--- src/rtl/exec_writeback_pkg.sv ---
`default_nettype none
// +------------------------------------------------------------------+
// | exec_writeback_pkg : shared types for the execute writeback stage |
// | Revision 1.0                                                     |
// +------------------------------------------------------------------+
package exec_writeback_pkg;

  localparam int unsigned C_RESULT_W = 64;
  localparam int unsigned C_REG_IDX_W = 5;
  localparam int unsigned C_RETIRED_W = 32;

  typedef logic [C_RESULT_W-1:0]  long_t;
  typedef logic [C_REG_IDX_W-1:0] reg_idx_t;

  // Bit order {z,n,c,sn}: z is the MSB, sn the LSB.
  typedef struct packed {
    logic z;
    logic n;
    logic c;
    logic sn;
  } flags_t;

  typedef struct packed {
    long_t    result;
    reg_idx_t rd;
    logic     wr_reg;
  } wb_entry_t;

  typedef enum logic [1:0] {
    SKID_EMPTY = 2'd0,
    SKID_ONE   = 2'd1,
    SKID_FULL  = 2'd2
  } skid_state_e;

  function automatic flags_t pack_flags(input logic z, input logic n,
                                        input logic c, input logic sn);
    flags_t f;
    f.z  = z;
    f.n  = n;
    f.c  = c;
    f.sn = sn;
    return f;
  endfunction

endpackage
`default_nettype wire

--- src/rtl/exec_writeback_if.sv ---
`default_nettype none
// +------------------------------------------------------------------+
// | exec_writeback_if : ALU-side and register-file-side bundle        |
// | Revision 1.0                                                     |
// +------------------------------------------------------------------+
interface exec_writeback_if;
  import exec_writeback_pkg::*;

  logic     in_valid;
  logic     in_ready;
  long_t    in_result;
  logic     in_z;
  logic     in_n;
  logic     in_c;
  logic     in_sn;
  reg_idx_t in_rd;
  logic     in_wr_reg;
  logic     in_wr_flags;
  logic     flush;

  logic     out_valid;
  logic     out_ready;
  long_t    out_result;
  reg_idx_t out_rd;
  logic     out_wr_reg;

  flags_t                 flags;
  logic                   carry_fb;
  logic [C_RETIRED_W-1:0] retired;

  // master: the ALU / register file environment around the stage
  modport master (
    output in_valid, in_result, in_z, in_n, in_c, in_sn, in_rd,
           in_wr_reg, in_wr_flags, flush, out_ready,
    input  in_ready, out_valid, out_result, out_rd, out_wr_reg,
           flags, carry_fb, retired
  );

  modport slave (
    input  in_valid, in_result, in_z, in_n, in_c, in_sn, in_rd,
           in_wr_reg, in_wr_flags, flush, out_ready,
    output in_ready, out_valid, out_result, out_rd, out_wr_reg,
           flags, carry_fb, retired
  );

endinterface
`default_nettype wire

--- src/rtl/exec_writeback_skid_buffer.sv ---
`default_nettype none
// +------------------------------------------------------------------+
// | skid_buffer : two-entry FIFO skid buffer with registered ready    |
// | Revision 1.0                                                     |
// +------------------------------------------------------------------+
module skid_buffer
  import exec_writeback_pkg::*;
#(
  parameter type T = logic [7:0]
) (
  input  logic clk,
  input  logic rst,
  input  logic flush,
  input  logic in_valid,
  output logic in_ready,
  input  T     in_data,
  output logic out_valid,
  input  logic out_ready,
  output T     out_data
);

  skid_state_e state_q, state_d;
  T            head_q, head_d;
  T            tail_q, tail_d;
  logic        in_ready_q, in_ready_d;
  logic        push;
  logic        pop;

  always_ff @(posedge clk or posedge rst) begin
    if (rst) begin
      state_q    <= SKID_EMPTY;
      head_q     <= '0;
      tail_q     <= '0;
      in_ready_q <= 1'b1;
    end else begin
      state_q    <= state_d;
      head_q     <= head_d;
      tail_q     <= tail_d;
      in_ready_q <= in_ready_d;
    end
  end

  always_comb begin
    push       = in_valid & in_ready_q & ~flush;
    pop        = (state_q != SKID_EMPTY) & out_ready;
    state_d    = state_q;
    head_d     = head_q;
    tail_d     = tail_q;
    unique case (state_q)
      SKID_EMPTY: begin
        if (push) begin
          head_d  = in_data;
          state_d = SKID_ONE;
        end
      end
      SKID_ONE: begin
        // Simultaneous push/pop replaces the head in place.
        if (push && pop) begin
          head_d = in_data;
        end else if (push) begin
          tail_d  = in_data;
          state_d = SKID_FULL;
        end else if (pop) begin
          state_d = SKID_EMPTY;
        end
      end
      SKID_FULL: begin
        if (pop) begin
          head_d  = tail_q;
          state_d = SKID_ONE;
        end
      end
      default: state_d = SKID_EMPTY;
    endcase
    if (flush) begin
      state_d = SKID_EMPTY;
    end
    // Ready is a flop: it depends only on the state being entered.
    in_ready_d = (state_d != SKID_FULL);
  end

  assign in_ready  = in_ready_q;
  assign out_valid = (state_q != SKID_EMPTY);
  assign out_data  = head_q;

endmodule
`default_nettype wire

--- src/rtl/exec_writeback.sv ---
`default_nettype none
// +------------------------------------------------------------------+
// | exec_writeback : result skid buffer, flags register, retire count |
// | Revision 1.0                                                     |
// +------------------------------------------------------------------+
module exec_writeback
  import exec_writeback_pkg::*;
(
  input logic             clk,
  input logic             rst,
  exec_writeback_if.slave wb
);

  wb_entry_t              in_entry;
  wb_entry_t              out_entry;
  logic                   accept;
  logic                   pop;
  flags_t                 flags_q, flags_d;
  logic [C_RETIRED_W-1:0] retired_q, retired_d;

  always_comb begin
    in_entry.result = wb.in_result;
    in_entry.rd     = wb.in_rd;
    in_entry.wr_reg = wb.in_wr_reg;
  end

  skid_buffer #(
    .T (wb_entry_t)
  ) u_skid (
    .clk       (clk),
    .rst       (rst),
    .flush     (wb.flush),
    .in_valid  (wb.in_valid),
    .in_ready  (wb.in_ready),
    .in_data   (in_entry),
    .out_valid (wb.out_valid),
    .out_ready (wb.out_ready),
    .out_data  (out_entry)
  );

  always_comb begin
    // Same acceptance rule as the buffer: flush drops the push.
    accept    = wb.in_valid & wb.in_ready & ~wb.flush;
    pop       = wb.out_valid & wb.out_ready;
    flags_d   = flags_q;
    if (accept && wb.in_wr_flags) begin
      flags_d = pack_flags(wb.in_z, wb.in_n, wb.in_c, wb.in_sn);
    end
    retired_d = retired_q + {{(C_RETIRED_W-1){1'b0}}, pop};
  end

  always_ff @(posedge clk or posedge rst) begin
    if (rst) begin
      flags_q   <= '0;
      retired_q <= '0;
    end else begin
      flags_q   <= flags_d;
      retired_q <= retired_d;
    end
  end

  assign wb.out_result = out_entry.result;
  assign wb.out_rd     = out_entry.rd;
  assign wb.out_wr_reg = out_entry.wr_reg;
  assign wb.flags      = flags_q;
  assign wb.carry_fb   = flags_q.c;
  assign wb.retired    = retired_q;

endmodule
`default_nettype wire

--- src/flat_wrapper.sv ---
// flat-port wrapper written by rule: the top's interface ports become plain ports
module exec_writeback_flat import exec_writeback_pkg::*;
  (clk, rst, wb_in_valid, wb_in_result, wb_in_z, wb_in_n, wb_in_c, wb_in_sn, wb_in_rd, wb_in_wr_reg, wb_in_wr_flags, wb_flush, wb_out_ready, wb_in_ready, wb_out_valid, wb_out_result, wb_out_rd, wb_out_wr_reg, wb_flags, wb_carry_fb, wb_retired);
  exec_writeback_if wb_i ();
  input logic clk;
  input logic rst;
  input wire logic [$bits(wb_i.in_valid)-1:0] wb_in_valid;
  input wire logic [$bits(wb_i.in_result)-1:0] wb_in_result;
  input wire logic [$bits(wb_i.in_z)-1:0] wb_in_z;
  input wire logic [$bits(wb_i.in_n)-1:0] wb_in_n;
  input wire logic [$bits(wb_i.in_c)-1:0] wb_in_c;
  input wire logic [$bits(wb_i.in_sn)-1:0] wb_in_sn;
  input wire logic [$bits(wb_i.in_rd)-1:0] wb_in_rd;
  input wire logic [$bits(wb_i.in_wr_reg)-1:0] wb_in_wr_reg;
  input wire logic [$bits(wb_i.in_wr_flags)-1:0] wb_in_wr_flags;
  input wire logic [$bits(wb_i.flush)-1:0] wb_flush;
  input wire logic [$bits(wb_i.out_ready)-1:0] wb_out_ready;
  output wire logic [$bits(wb_i.in_ready)-1:0] wb_in_ready;
  output wire logic [$bits(wb_i.out_valid)-1:0] wb_out_valid;
  output wire logic [$bits(wb_i.out_result)-1:0] wb_out_result;
  output wire logic [$bits(wb_i.out_rd)-1:0] wb_out_rd;
  output wire logic [$bits(wb_i.out_wr_reg)-1:0] wb_out_wr_reg;
  output wire logic [$bits(wb_i.flags)-1:0] wb_flags;
  output wire logic [$bits(wb_i.carry_fb)-1:0] wb_carry_fb;
  output wire logic [$bits(wb_i.retired)-1:0] wb_retired;
  assign wb_i.in_valid = wb_in_valid;
  assign wb_i.in_result = wb_in_result;
  assign wb_i.in_z = wb_in_z;
  assign wb_i.in_n = wb_in_n;
  assign wb_i.in_c = wb_in_c;
  assign wb_i.in_sn = wb_in_sn;
  assign wb_i.in_rd = wb_in_rd;
  assign wb_i.in_wr_reg = wb_in_wr_reg;
  assign wb_i.in_wr_flags = wb_in_wr_flags;
  assign wb_i.flush = wb_flush;
  assign wb_i.out_ready = wb_out_ready;
  assign wb_in_ready = wb_i.in_ready;
  assign wb_out_valid = wb_i.out_valid;
  assign wb_out_result = wb_i.out_result;
  assign wb_out_rd = wb_i.out_rd;
  assign wb_out_wr_reg = wb_i.out_wr_reg;
  assign wb_flags = wb_i.flags;
  assign wb_carry_fb = wb_i.carry_fb;
  assign wb_retired = wb_i.retired;
  exec_writeback u_core (.clk(clk), .rst(rst), .wb(wb_i));
endmodule
--- config.mk ---
export PLATFORM = sky130hd
export DESIGN_NAME = exec_writeback_flat
export DESIGN_NICKNAME = d
export VERILOG_FILES = /design/src/rtl/exec_writeback_pkg.sv /design/src/rtl/exec_writeback_if.sv /design/src/rtl/exec_writeback_skid_buffer.sv /design/src/rtl/exec_writeback.sv /design/src/flat_wrapper.sv
export SDC_FILE = /design/constraint.sdc
export NUM_CORES = 1
export LEC_CHECK = 0
export ABC_CLOCK_PERIOD_IN_PS = 6900
export BUFFER_PORTS_ARGS = -buffer_cell sky130_fd_sc_hd__buf_2
export CAP_MARGIN = 20
export CORE_MARGIN = 5
export CORE_UTILIZATION = 35
export DETAILED_ROUTE_END_ITERATION = 16
export GPL_TIMING_DRIVEN = 0
export SLEW_MARGIN = 20
export SYNTH_ARGS = -nofsm -noshare
export SYNTH_HDL_FRONTEND = slang
export SYNTH_SLANG_ARGS = --single-unit
--- constraint.sdc ---
create_clock -name clk -period 6.9 [get_ports clk]
set_input_delay 0.69 -clock clk [delete_from_list [all_inputs] [get_ports clk]]
set_output_delay 0.69 -clock clk [all_outputs]
set_load 0.005 [all_outputs]
# Word-level counts from Yosys, hierarchy flattened
# Index checks and enable logic that the tools add are counted.
op_classes:
  addsub: 1
  n_eq_ne: 6
  mux: 11
  bitwise_logic: 5
  n_reduce_logical: 7
ops:
  columns: ["cell", "n"]
  rows:
  - ["70-bit 2-to-1 mux", 3]
  - ["70-bit case mux with 3 select lines", 1]
  - ["32-bit by 1-bit adder with 32-bit output", 1]
  - ["2-bit 2-to-1 mux", 6]
  - ["2-bit case mux with 3 select lines", 1]
  - ["2-bit by 1-bit inequality test with 1-bit output (second input constant)", 2]
  - ["2-bit inequality test (second input constant)", 2]
  - ["4-bit AND reduction", 1]
  - ["1-bit bitwise AND", 3]
  - ["3-bit AND reduction", 1]
  - ["3-bit nonzero test", 1]
  - ["2-bit by 1-bit == test with 1-bit output (second input constant)", 1]
  - ["2-bit == test (second input constant)", 1]
  - ["1-bit logical AND", 2]
  - ["2-bit zero test", 1]
  - ["1-bit inverter", 2]
  - ["2-bit nonzero test", 1]
word_totals:
  regBits: 179
  in_bits: 80
  out_inout_bits: 109
  elab_cells: 43

# Logic depth before layout (Yosys ltp)
logic_depth:
  word_depth: 8
  depth_mapped: 9
  mapped_depth_nobuf: 8

# By module
# From an unflattened synthesis, not the netlist that was laid out.
unflattened:
  hier_cells: 606
  area_unflattened_um2: 7855.0
modules_own_cells:
  columns: ["module", "instances", "cells_per_inst", "area_each_um2", "seq_area_each_um2"]
  rows:
  - ["skid_buffer", 1, 469, 6231.0, 3579.7]
  - ["exec_writeback", 1, 137, 1624.1, 900.9]

# Worst setup path after synthesis
# OpenSTA, ideal clock, no wires.
synth_timing:
  path_kind: "input -> register"
  startpoint: "input port wb_in_valid"
  endpoint: "register u_core.u_skid.head_q, in the netlist u_core.u_skid.out_data[0]"
  arrival_time_ns: 1.991
  required_time_ns: 6.775
  setup_slack_ns: 4.784
  stages: 5
  path_buffers: 1
  path_cell_list: "nand2_1 > or4b_1 > o21ai_1 > buf_4 > mux2_2"
synth_between:
  elab_chain_cells: 5
  elab_cells_between_ends: 6
  classes_between: "2 x eq/ne; 2 x bitwise; 2 x reduce/logical"
synth_lines:
  columns: ["item", "line_no", "rtl"]
  rows:
  - ["from (decl)", "flat_wrapper.sv:7", "input wire logic [$bits(wb_i.in_valid)-1:0] wb_in_valid;"]
  - ["1-bit bitwise AND * (2 in series)", "exec_writeback_skid_buffer.sv:44", "push = in_valid & in_ready_q & ~flush;"]
  - ["1-bit logical AND", "exec_writeback_skid_buffer.sv:58", "if (push && pop) begin"]
  - ["2-bit inequality test (no line)", null, null]
  - ["4-bit AND reduction (no line) *", null, null]
  - ["to (signal assigned)", "exec_writeback_skid_buffer.sv:32", "head_q <= '0;"]
  - ["to (signal assigned)", "exec_writeback_skid_buffer.sv:37", "head_q <= head_d;"]
  - ["to (decl)", "exec_writeback_skid_buffer.sv:23", "T head_q, head_d;"]
# Every way passes the cells marked *; elsewhere a longest branch is shown, timed or not.
# A chain may end at the register's enable or synchronous reset.

# Worst setup path after layout
layout_timing:
  startpoint: "register u_core.u_skid.in_ready_q, in the netlist u_core.u_skid.in_ready"
  endpoint: "register u_core.u_skid.head_q, in the netlist u_core.u_skid.out_data[46]"
layout_between:
  elab_chain_cells: 5
  elab_cells_between_ends: 6
  classes_between: "2 x eq/ne; 2 x bitwise; 2 x reduce/logical"
layout_lines:
  columns: ["item", "line_no", "rtl"]
  rows:
  - ["from (decl)", "exec_writeback_skid_buffer.sv:25", "logic in_ready_q, in_ready_d;"]
  - ["from (signal assigned)", "exec_writeback_skid_buffer.sv:39", "in_ready_q <= in_ready_d;"]
  - ["1-bit bitwise AND * (2 in series)", "exec_writeback_skid_buffer.sv:44", null]
  - ["1-bit logical AND", "exec_writeback_skid_buffer.sv:58", null]
  - ["2-bit inequality test (no line)", null, null]
  - ["4-bit AND reduction (no line) *", null, null]
# Marked as above.

==> results.sh <==
export IMPL_nets=826
export IMPL_die_h_um=160
export IMPL_cts_root_buf="clkbuf_16"
export IMPL_hold_viol=0
export IMPL_areaGrowthSynthToFinish_pct=24.6
export IMPL_rows=54
export IMPL_setup_slack_ns=4.53
export IMPL_leakagePower_nw=4.59
export IMPL_crit_path_end_kind="register"
export IMPL_hold_slack_ns=0.349
export IMPL_power_total_mw=2.92
export IMPL_drive_gt1_frac=0.598
export IMPL_grt_max_degree=95
export IMPL_grt_use_met2=0.221
export IMPL_place_ws_ns=4.21
export IMPL_maxCapViolCount=0
export IMPL_gr_max_usage_layer="met2"
export IMPL_drc=0
export IMPL_synth_area_leaders="dfrtp_1 57%, mux2_2 31%, xnor2_1 2.2%, xor2_1 1.1%, nand4_1 0.88%"
export IMPL_dp_hpwl_um=12300
export IMPL_grt_overflow_total=0
export IMPL_met1_usage=0.182
export IMPL_wire_per_inst_um=16.7
export IMPL_syn_instance_count=536
export IMPL_ys_seq_area_frac=0.572
export IMPL_finalCriticalPeriod_ns=2.37
export IMPL_drt_iter0_drc=153
export IMPL_vias=4977
export IMPL_final_setup_viol_count=0
export IMPL_core_sq_um=22000
export IMPL_ys_types=37
export IMPL_dieWidth_um=160
export IMPL_fill_cells=2047
export IMPL_io_pin_count=189
export IMPL_initial_core_util=0.357
export IMPL_io_buffers=188
export IMPL_die_area_sq_um=25500
export IMPL_ys_warn_count=0
export IMPL_postCtsSetupBuffers=0
export IMPL_placed_cell_area_sq_um=9160
export IMPL_layout_common_cells="214 x mux2_2, 188 x buf_2, 178 x dfrtp_1, 20 x xnor2_1, 17 x clkbuf_16"
export IMPL_ys_ff_latch=179
export IMPL_cts_made_buffers=17
export IMPL_cellPowerDensity_nw_per_um2=299
export IMPL_tritoncts="built"
export IMPL_syn_cell_area_sq_um=7830
export IMPL_skew_ns=0.0112
export IMPL_syn_nets=618
export IMPL_wirelength_um=17300
export IMPL_ctsResizeCount=0
export IMPL_grt_first_pass_wirelength_um=28600
export IMPL_antenna_found_initial=2
export IMPL_worst_slew_pin_slew_ns=0.866
export IMPL_grt_usage=0.139
export IMPL_rrSetupSlack_ns=4.53
export IMPL_synthArstFlopShare=1.00
export IMPL_use_met3=0.0466
export IMPL_hold_buffers=0
export IMPL_drtPass1Iterations=4
export IMPL_critPathRequiredTime_ns=7.20
export IMPL_critPathMaxFanout=10
export IMPL_slew_violations=0
export IMPL_seqCellArea_sq_um=4480
export IMPL_status="completed"
export IMPL_synth_edf_count=0
export IMPL_crit_path_start_kind="register"
export IMPL_num_antenna_cells=0
export IMPL_ant_nets=0
export IMPL_clock_fmax_mhz=423
export IMPL_path_clk_slew_ns=0.07
export IMPL_htree_levels=4
export IMPL_synth_top_area_cell="dfrtp_1"
export IMPL_fin_area_sq_um=9760
export IMPL_synthFlopType="dfrtp_1"
export IMPL_multi_input_area_sq_um=3190
export IMPL_insertion_delay_ns=0.42
export IMPL_layout_cells_most_common="mux2_2"
export IMPL_grt_pass1_vias=5224
export IMPL_critical_path_arrival_ns=2.66
export IMPL_syn_avg_cell_area_sq_um=14.6
export IMPL_peakVddDrop_v=0.000137
export IMPL_clock_sinks=179
export IMPL_via_per_inst=4.80
export IMPL_rsz0062_at_grt="no"
export IMPL_hp_class="input port to asynchronous set/reset pin"
export IMPL_gp_congestion=0.740
export IMPL_critPathKind="register to register"
export IMPL_max_slew_margin=0.418
export IMPL_cts_buffer_depth=2
export IMPL_finalCritPeriodShare=0.343
export IMPL_yosys_area_top_type_share=0.569
[registers in the layout, indices dropped and copies added (netlist names)]
name	cells
u_core.wb.retired	32
u_core.u_skid.out_data	70
u_core.u_skid.in_ready	1
u_core.u_skid.state_q	2
u_core.wb.carry_fb	1
u_core.u_skid.tail_q	70
u_core.wb.flags	3
[final timing paths]
path | start | depth (start not counted) | endpoint
max in group asynchronous | rst | 3 | u_core.u_skid.in_ready
hold reg to reg | u_core.wb.retired[31] | 1 | u_core.wb.retired[31]
min in group clk | u_core.wb.retired[31] | 1 | u_core.wb.retired[31]
setup / recovery | u_core.u_skid.in_ready | 5 | u_core.u_skid.out_data[46]
setup reg to reg | u_core.u_skid.in_ready | 5 | u_core.u_skid.out_data[46]
hold / removal | rst | 2 | u_core.u_skid.tail_q[34]
[power breakdown]
part           total, mW  switching [mW]  internal, mW  leakage, nW
Clock               1.00           0.419         0.582        0.284
Combinational      0.506           0.195         0.311         2.11
Sequential          1.42           0.126          1.29         2.19
Total               2.92           0.739          2.18         4.59
[worst max-delay path: stages (launching register included)]
cell,delay (ns)
dfstp_2,0.56
nand2_1,0.10
or4b_1,0.46
o21ai_1,0.44
buf_4,0.33
mux2_2,0.35
[synthesized netlist by cell type (2+ instances only)]
cell type,number
or2_2,2
inv_1,7
nor4_2,2
nand4_1,11
xor2_1,10
clkbuf_1,14
dfrtp_1,178
and2_1,3
nand2b_1,3
and3_1,4
buf_4,8
nor2_1,6
nor3_1,7
buf_1,3
xnor2_1,20
and4_1,2
mux2_2,214
nand3_1,11
nand2_1,12
ha_1,2
[stage by stage]
step                      setup TNS, ns  std cells  utilization
final                                 0       1036        0.444
after global routing                  0       1036        0.444
after CTS                             0       1036        0.444
after detailed placement              0       1005        0.417
after global placement          -192.64       1004        0.415
after floorplan                       0        536            -
[metal layers]
layer / up-vias / share of wire / routed length, um
met1: 2506 / 0.45 / 7800
met4: 4 / 0.013 / 218
met3: 17 / 0.068 / 1180
met2: 128 / 0.47 / 8110
met5: - / 0.0011 / 19
li1: 2322 / - / -
[layout make-up]
cell class	count	share of cell area
tap	280	0.0359
clock buffer	20	0.0458
timing repair buffer	189	0.0993
inverter	7	0.00346
clock inverter	11	0.0156
multi-input combinational	324	0.327
buffer	26	0.0138
sequential	179	0.459
[kinds of logic after synthesis]
kind of cell               count (synthesis)  share of synthesized area
xor gates and xnor gates                  30                     0.0336
DFF                                      179                      0.572
buffers and inverters                     33                     0.0206
and+or+nand+nor                           72                     0.0577
adders and majority gates                  2                    0.00319
AOI/OAI and AO/OA                          6                    0.00511
muxes                                    214                      0.308
Power figures use the tool's default switching activity.
